File: src/rtl/am_lock_rx.sv
// am_lock_rx: 40GBASE-R receive alignment marker lock for one PCS lane, with 1-cycle block pass-through
//   clk, reset (async, active-high)
//   block_lock_i           lane block lock from block sync
//   valid_i, head_i, data_i incoming 66-bit block (byte 0 in data_i[7:0])
//   valid_o, head_o, data_o block registered by one cycle
//   marker_v_o             output block is an alignment marker to be stripped
//   am_lock_o, lane_o      marker lock and logical lane id of the locked marker
//   bip_err_o              BIP3 mismatch pulse, only built with AM_BIP_CHECK_EN defined
module am_lock_rx #(
    parameter int LANE_N    = 4,
    parameter int HEAD_W    = 2,
    parameter int DATA_W    = 64,
    parameter int GAP_W     = 14,
    parameter int INVLD_MAX = 4,
    parameter int LANE_W    = (LANE_N > 1) ? $clog2(LANE_N) : 1
) (
    input  logic              clk,
    input  logic              reset,
    input  logic              block_lock_i,
    input  logic              valid_i,
    input  logic [HEAD_W-1:0] head_i,
    input  logic [DATA_W-1:0] data_i,
    output logic              valid_o,
    output logic [HEAD_W-1:0] head_o,
    output logic [DATA_W-1:0] data_o,
    output logic              marker_v_o,
    output logic              am_lock_o,
    output logic [LANE_W-1:0] lane_o,
    output logic              bip_err_o
);
    localparam int INV_W = $clog2(INVLD_MAX + 1);

    typedef enum logic [1:0] {FIND, CONFIRM, LOCKED} state_t;

    state_t            state_q, state_n;
    logic [GAP_W-1:0]  cnt_q, cnt_n;
    logic [INV_W-1:0]  invld_q, invld_n;
    logic [LANE_W-1:0] lane_q, lane_n, first_idx;
    logic [LANE_N-1:0] match;
    logic              any_match, expect_am, lane_match, mark_n;

    // Fixed marker bytes packed as {byte6, byte5, byte4, byte2, byte1, byte0}; BIP bytes 3 and 7 excluded
    function automatic logic [47:0] am_pat(input int idx);
        case (idx)
            0:       am_pat = {8'hB8, 8'h89, 8'h6F, 8'h47, 8'h76, 8'h90};
            1:       am_pat = {8'h19, 8'h3B, 8'h0F, 8'hE6, 8'hC4, 8'hF0};
            2:       am_pat = {8'h64, 8'h9A, 8'h3A, 8'h9B, 8'h65, 8'hC5};
            3:       am_pat = {8'hC2, 8'h86, 8'h5D, 8'h3D, 8'h79, 8'hA2};
            default: am_pat = '0;
        endcase
    endfunction

    for (genvar i = 0; i < LANE_N; i++) begin : g_match
        assign match[i] = head_i == HEAD_W'(1) && {data_i[55:32], data_i[23:0]} == am_pat(i);
    end

    // Lowest matching index wins
    always_comb begin
        first_idx = '0;
        for (int k = LANE_N - 1; k >= 0; k--)
            if (match[k]) first_idx = LANE_W'(k);
    end

    assign any_match  = |match;
    assign lane_match = match[lane_q];
    assign expect_am  = &cnt_q;

    // The counter is not forced to zero at expected positions: it is all-ones there and wraps to zero anyway
    always_comb begin
        state_n = state_q;
        cnt_n   = cnt_q;
        invld_n = invld_q;
        lane_n  = lane_q;
        mark_n  = 1'b0;
        if (!block_lock_i) begin
            state_n = FIND;
            cnt_n   = '0;
            invld_n = '0;
            lane_n  = '0;
        end else if (valid_i) begin
            cnt_n = cnt_q + 1'b1;
            case (state_q)
                FIND: if (any_match) begin
                    state_n = CONFIRM;
                    lane_n  = first_idx;
                    cnt_n   = '0;
                    mark_n  = 1'b1;
                end
                CONFIRM: if (expect_am) begin
                    mark_n  = 1'b1;
                    invld_n = '0;
                    state_n = lane_match ? LOCKED : FIND;
                end
                LOCKED: if (expect_am) begin
                    mark_n = 1'b1;
                    if (lane_match) invld_n = '0;
                    else if (invld_q == INV_W'(INVLD_MAX - 1)) begin
                        state_n = FIND;
                        invld_n = '0;
                    end else invld_n = invld_q + 1'b1;
                end
                default: state_n = FIND;
            endcase
        end
    end

    always_ff @(posedge clk or posedge reset) begin
        if (reset) begin
            state_q    <= FIND;
            cnt_q      <= '0;
            invld_q    <= '0;
            lane_q     <= '0;
            valid_o    <= 1'b0;
            head_o     <= '0;
            data_o     <= '0;
            marker_v_o <= 1'b0;
        end else begin
            state_q    <= state_n;
            cnt_q      <= cnt_n;
            invld_q    <= invld_n;
            lane_q     <= lane_n;
            valid_o    <= valid_i;
            head_o     <= head_i;
            data_o     <= data_i;
            marker_v_o <= mark_n;
        end
    end

    assign am_lock_o = state_q == LOCKED;
    assign lane_o    = lane_q;

`ifdef AM_BIP_CHECK_EN
    logic [7:0]               acc_q, blk_bip;
    logic [HEAD_W+DATA_W-1:0] vec;

    assign vec = {data_i, head_i};

    always_comb begin
        blk_bip = '0;
        for (int k = 0; k < HEAD_W + DATA_W; k++) blk_bip[k % 8] = blk_bip[k % 8] ^ vec[k];
    end

    // Accumulator spans one marker (inclusive) to the next (exclusive), then reloads with the new marker
    always_ff @(posedge clk or posedge reset) begin
        if (reset) begin
            acc_q     <= '0;
            bip_err_o <= 1'b0;
        end else begin
            if (valid_i) acc_q <= mark_n ? blk_bip : acc_q ^ blk_bip;
            bip_err_o <= mark_n && state_q == LOCKED && lane_match && acc_q != data_i[31:24];
        end
    end
`else
    assign bip_err_o = 1'b0;
`endif
endmodule

File: config.mk
export PLATFORM = sky130hd
export DESIGN_NAME = am_lock_rx
export DESIGN_NICKNAME = d
export VERILOG_FILES = /design/src/rtl/am_lock_rx.sv
export SDC_FILE = /design/constraint.sdc
export NUM_CORES = 1
export LEC_CHECK = 0
export ABC_CLOCK_PERIOD_IN_PS = 7300
export CORE_UTILIZATION = 45
export DETAILED_ROUTE_END_ITERATION = 10
export GPL_TIMING_DRIVEN = 0
export PLACE_DENSITY = 0.95
export SLEW_MARGIN = 20
export SYNTH_ARGS = -nofsm -noshare
export SYNTH_HDL_FRONTEND = slang
export SYNTH_SLANG_ARGS = --single-unit
File: constraint.sdc
create_clock -name clk -period 7.3 [get_ports clk]
set_clock_uncertainty 0.15 [all_clocks]
set_input_delay 0.73 -clock clk [delete_from_list [all_inputs] [get_ports clk]]
set_output_delay 0.73 -clock clk [all_outputs]
set_load 0.01 [all_outputs]
==> out/metrics.cfg <==
[detailed_routing]
drtPass1Iterations = 4
drt-wirelength-per-cell_um = 19.2
final_antenna_net_count = 0
wl_mm = 9.73
detail_route.drc_violations = 0
viasPerCell = 5.31
first_iter_violations = 129
vias = 2690

[clock_network]
cts_tree = done
ctsResizeCount = 0
clock_latency_ps = 360
cts_root_buffer = clkbuf_8
clockBufferDepth = 2
cts-htree-levels = 3
cts.sinks = 89
numCtsBuffers = 9
ctsHoldBuffers = 0
path_clk_slew_ps = 90
post_cts_buffers = 0

[synthesis]
yosys_most_used_dff = dfrtp_1
ys_warn_count = 0
async_flop_share_pct = 100
synthTopCellsByArea = dfrtp_1, and4bb_2, ha_1, nand4_1, xor2_1
ys_seq_area_share_pct = 65.4
yosys.area.top_type_share_pct = 65.4
synth-edff-count = 0
ys_ff_latch = 89
synthesis.area_um2 = 3400
syn_area_per_cell_um2 = 13.6
yosys.area.top_type = dfrtp_1
synth_nets = 327
synthDistinctLibCells = 56
netlist_instances = 251

[global_routing]
grt_max_degree = 54
gr-usage-all-layers_pct = 26.1
antenna_found_initial = 0
grt_pass1_wl_mm = 14.6
grt_pass1_vias = 2750
grt_overflow = 0

[critical_path]
arrival_ps = 3520
r2r_slack_ps = 4990
cp-start-kind = primary input
worstSetupEndpointType = flop
path_max_fanout = 7
crit_type = primary input to flop
worstPathRequired_ps = 7420

[placement]
globalplace.congestion = 0.801
hpwl_mm = 7.31
dpl_cell_area_um2 = 4960
port_buffers = 140

[sta]
fin_setup_tns_ps = 0
hold_viol_final = 0
slew_headroom_pct = 33.7
period_share_pct = 46.5
maxSlewViolCount = 0
tightest_slew_ps = 982
max_freq_mhz = 295
layout_min_cycle_time_ps = 3390
setup_viol = 0
rsz0062_at_grt = no

[layout]
finalInstanceArea_um2 = 5140
diodes = 0
area_growth_pct = 51.0
fin_util_pct = 70.5
layout-drive-gt1-share_pct = 10.5
final_nets = 479

[die]
coreArea_um2 = 7290
die_area_um2 = 7910
die_h_um = 89.0
pin_count = 142
row_count = 31
die_w_um = 89.0
start_util_pct = 46.7

[pwr]
power_density_nw_per_um2 = 187
p_leak_nw = 2.10
peakVddDrop_v = 0.0000922

[outcome]
outcome = complete, no violations

[flow_run]
maxCapViolCount = 0

[hold_path]
min_path_type = flop to flop

state kept, by name, indices dropped and copies added (netlist names):
register,count
head_o,2
cnt_q,14
lane_o,2
marker_v_o,1
invld_q,3
valid_o,1
state_q,2
data_o,64
stage by stage:
stage,power (mW),std cells,setup WS [ps],hold WS [ps]
2_1_floorplan,0.559,251,4110,323
3_3_place_gp,0.646,490,2980,338
3_5_place_dp,0.654,491,3720,346
4_1_cts,0.965,507,3980,369
5_1_grt,0.997,507,3790,374
6_report,0.959,507,3910,363
critical path: stages:
cell	delay (ps)
clkdlybuf4s50_1	530
nor3b_1	480
nand4_1	300
nor4_2	630
mux4_2	440
a21oi_1	110
a221oi_2	290
cells in the final DEF, fill, tap and decap left out, types with 6 or more instances in the layout:
| cell | count |
|---|---|
| nor2_1 | 17 |
| and4bb_2 | 9 |
| nand2_1 | 12 |
| nand4_1 | 12 |
| clkdlybuf4s50_1 | 140 |
| clkbuf_8 | 10 |
| xor2_1 | 8 |
| inv_1 | 9 |
| dfrtp_1 | 89 |
| ha_1 | 6 |
cells by family after synthesis:
family,after synthesis,synth area share (%)
compound gates,29,6.32
xor+xnor,10,2.57
fa+ha+maj,6,2.21
buf+inv,12,1.43
flops,89,65.4
mux,2,0.956
other cells,1,0.110
simple gates,102,21.0
routing by layer:
| metal | share of wire (%) | track usage (%) |
|---|---|---|
| met4 | 3.2 | 14.9 |
| met3 | 7.1 | 5.45 |
| met5 | 0 | 0 |
| met1 | 38 | 28.8 |
| met2 | 52 | 47.0 |
layout make-up:
type / instances / area (µm²)
Multi-Input combinational cell: 150 / 1130
Fill cell: 509 / 2150
Sequential cell: 89 / 2230
Clock inverter: 5 / 38.8
Tap cell: 99 / 124
Buffer: 2 / 11.3
Inverter: 10 / 40.0
Timing Repair Buffer: 141 / 1430
Clock buffer: 11 / 141
path summary, 6_finish.rpt:
path,startpoint,end,depth (start not counted)
max in group asynchronous,reset,data_o[33],3
worst max register to register,cnt_q[3],state_q[0],6
worst min-delay path,cnt_q[0],cnt_q[0],1
worst max-delay path,data_i[47],state_q[0],7
worst min register to register,cnt_q[0],cnt_q[0],1
min in group asynchronous,reset,data_o[31],2
power breakdown:
group          internal [mW]  switching [mW]  leakage (nW)
clock network          0.136           0.179        0.0903
registers              0.512         0.00673          1.09
logic                 0.0736          0.0517         0.922
synth_stat cells (2+ instances only):
| cell | count |
|---|---|
| dfrtp_1 | 89 |
| nor2_1 | 17 |
| nand2_1 | 12 |
| nand4_1 | 12 |
| inv_1 | 10 |
| and4bb_2 | 9 |
| xor2_1 | 8 |
| ha_1 | 6 |
| nor2b_1 | 5 |
| nor3b_1 | 5 |
| nor4_1 | 5 |
| a21oi_1 | 4 |
| a31oi_1 | 4 |
| and3b_1 | 4 |
| nand3_1 | 4 |
| nor3_1 | 4 |
| nor4bb_1 | 3 |
| o21ai_0 | 3 |
| a211o_1 | 2 |
| a22o_1 | 2 |
| and2_1 | 2 |
| and3_1 | 2 |
| nand2b_1 | 2 |
| nor3b_2 | 2 |
| nor4_2 | 2 |
| nor4b_2 | 2 |
| xnor2_1 | 2 |
Power figures use the tool's default switching activity.
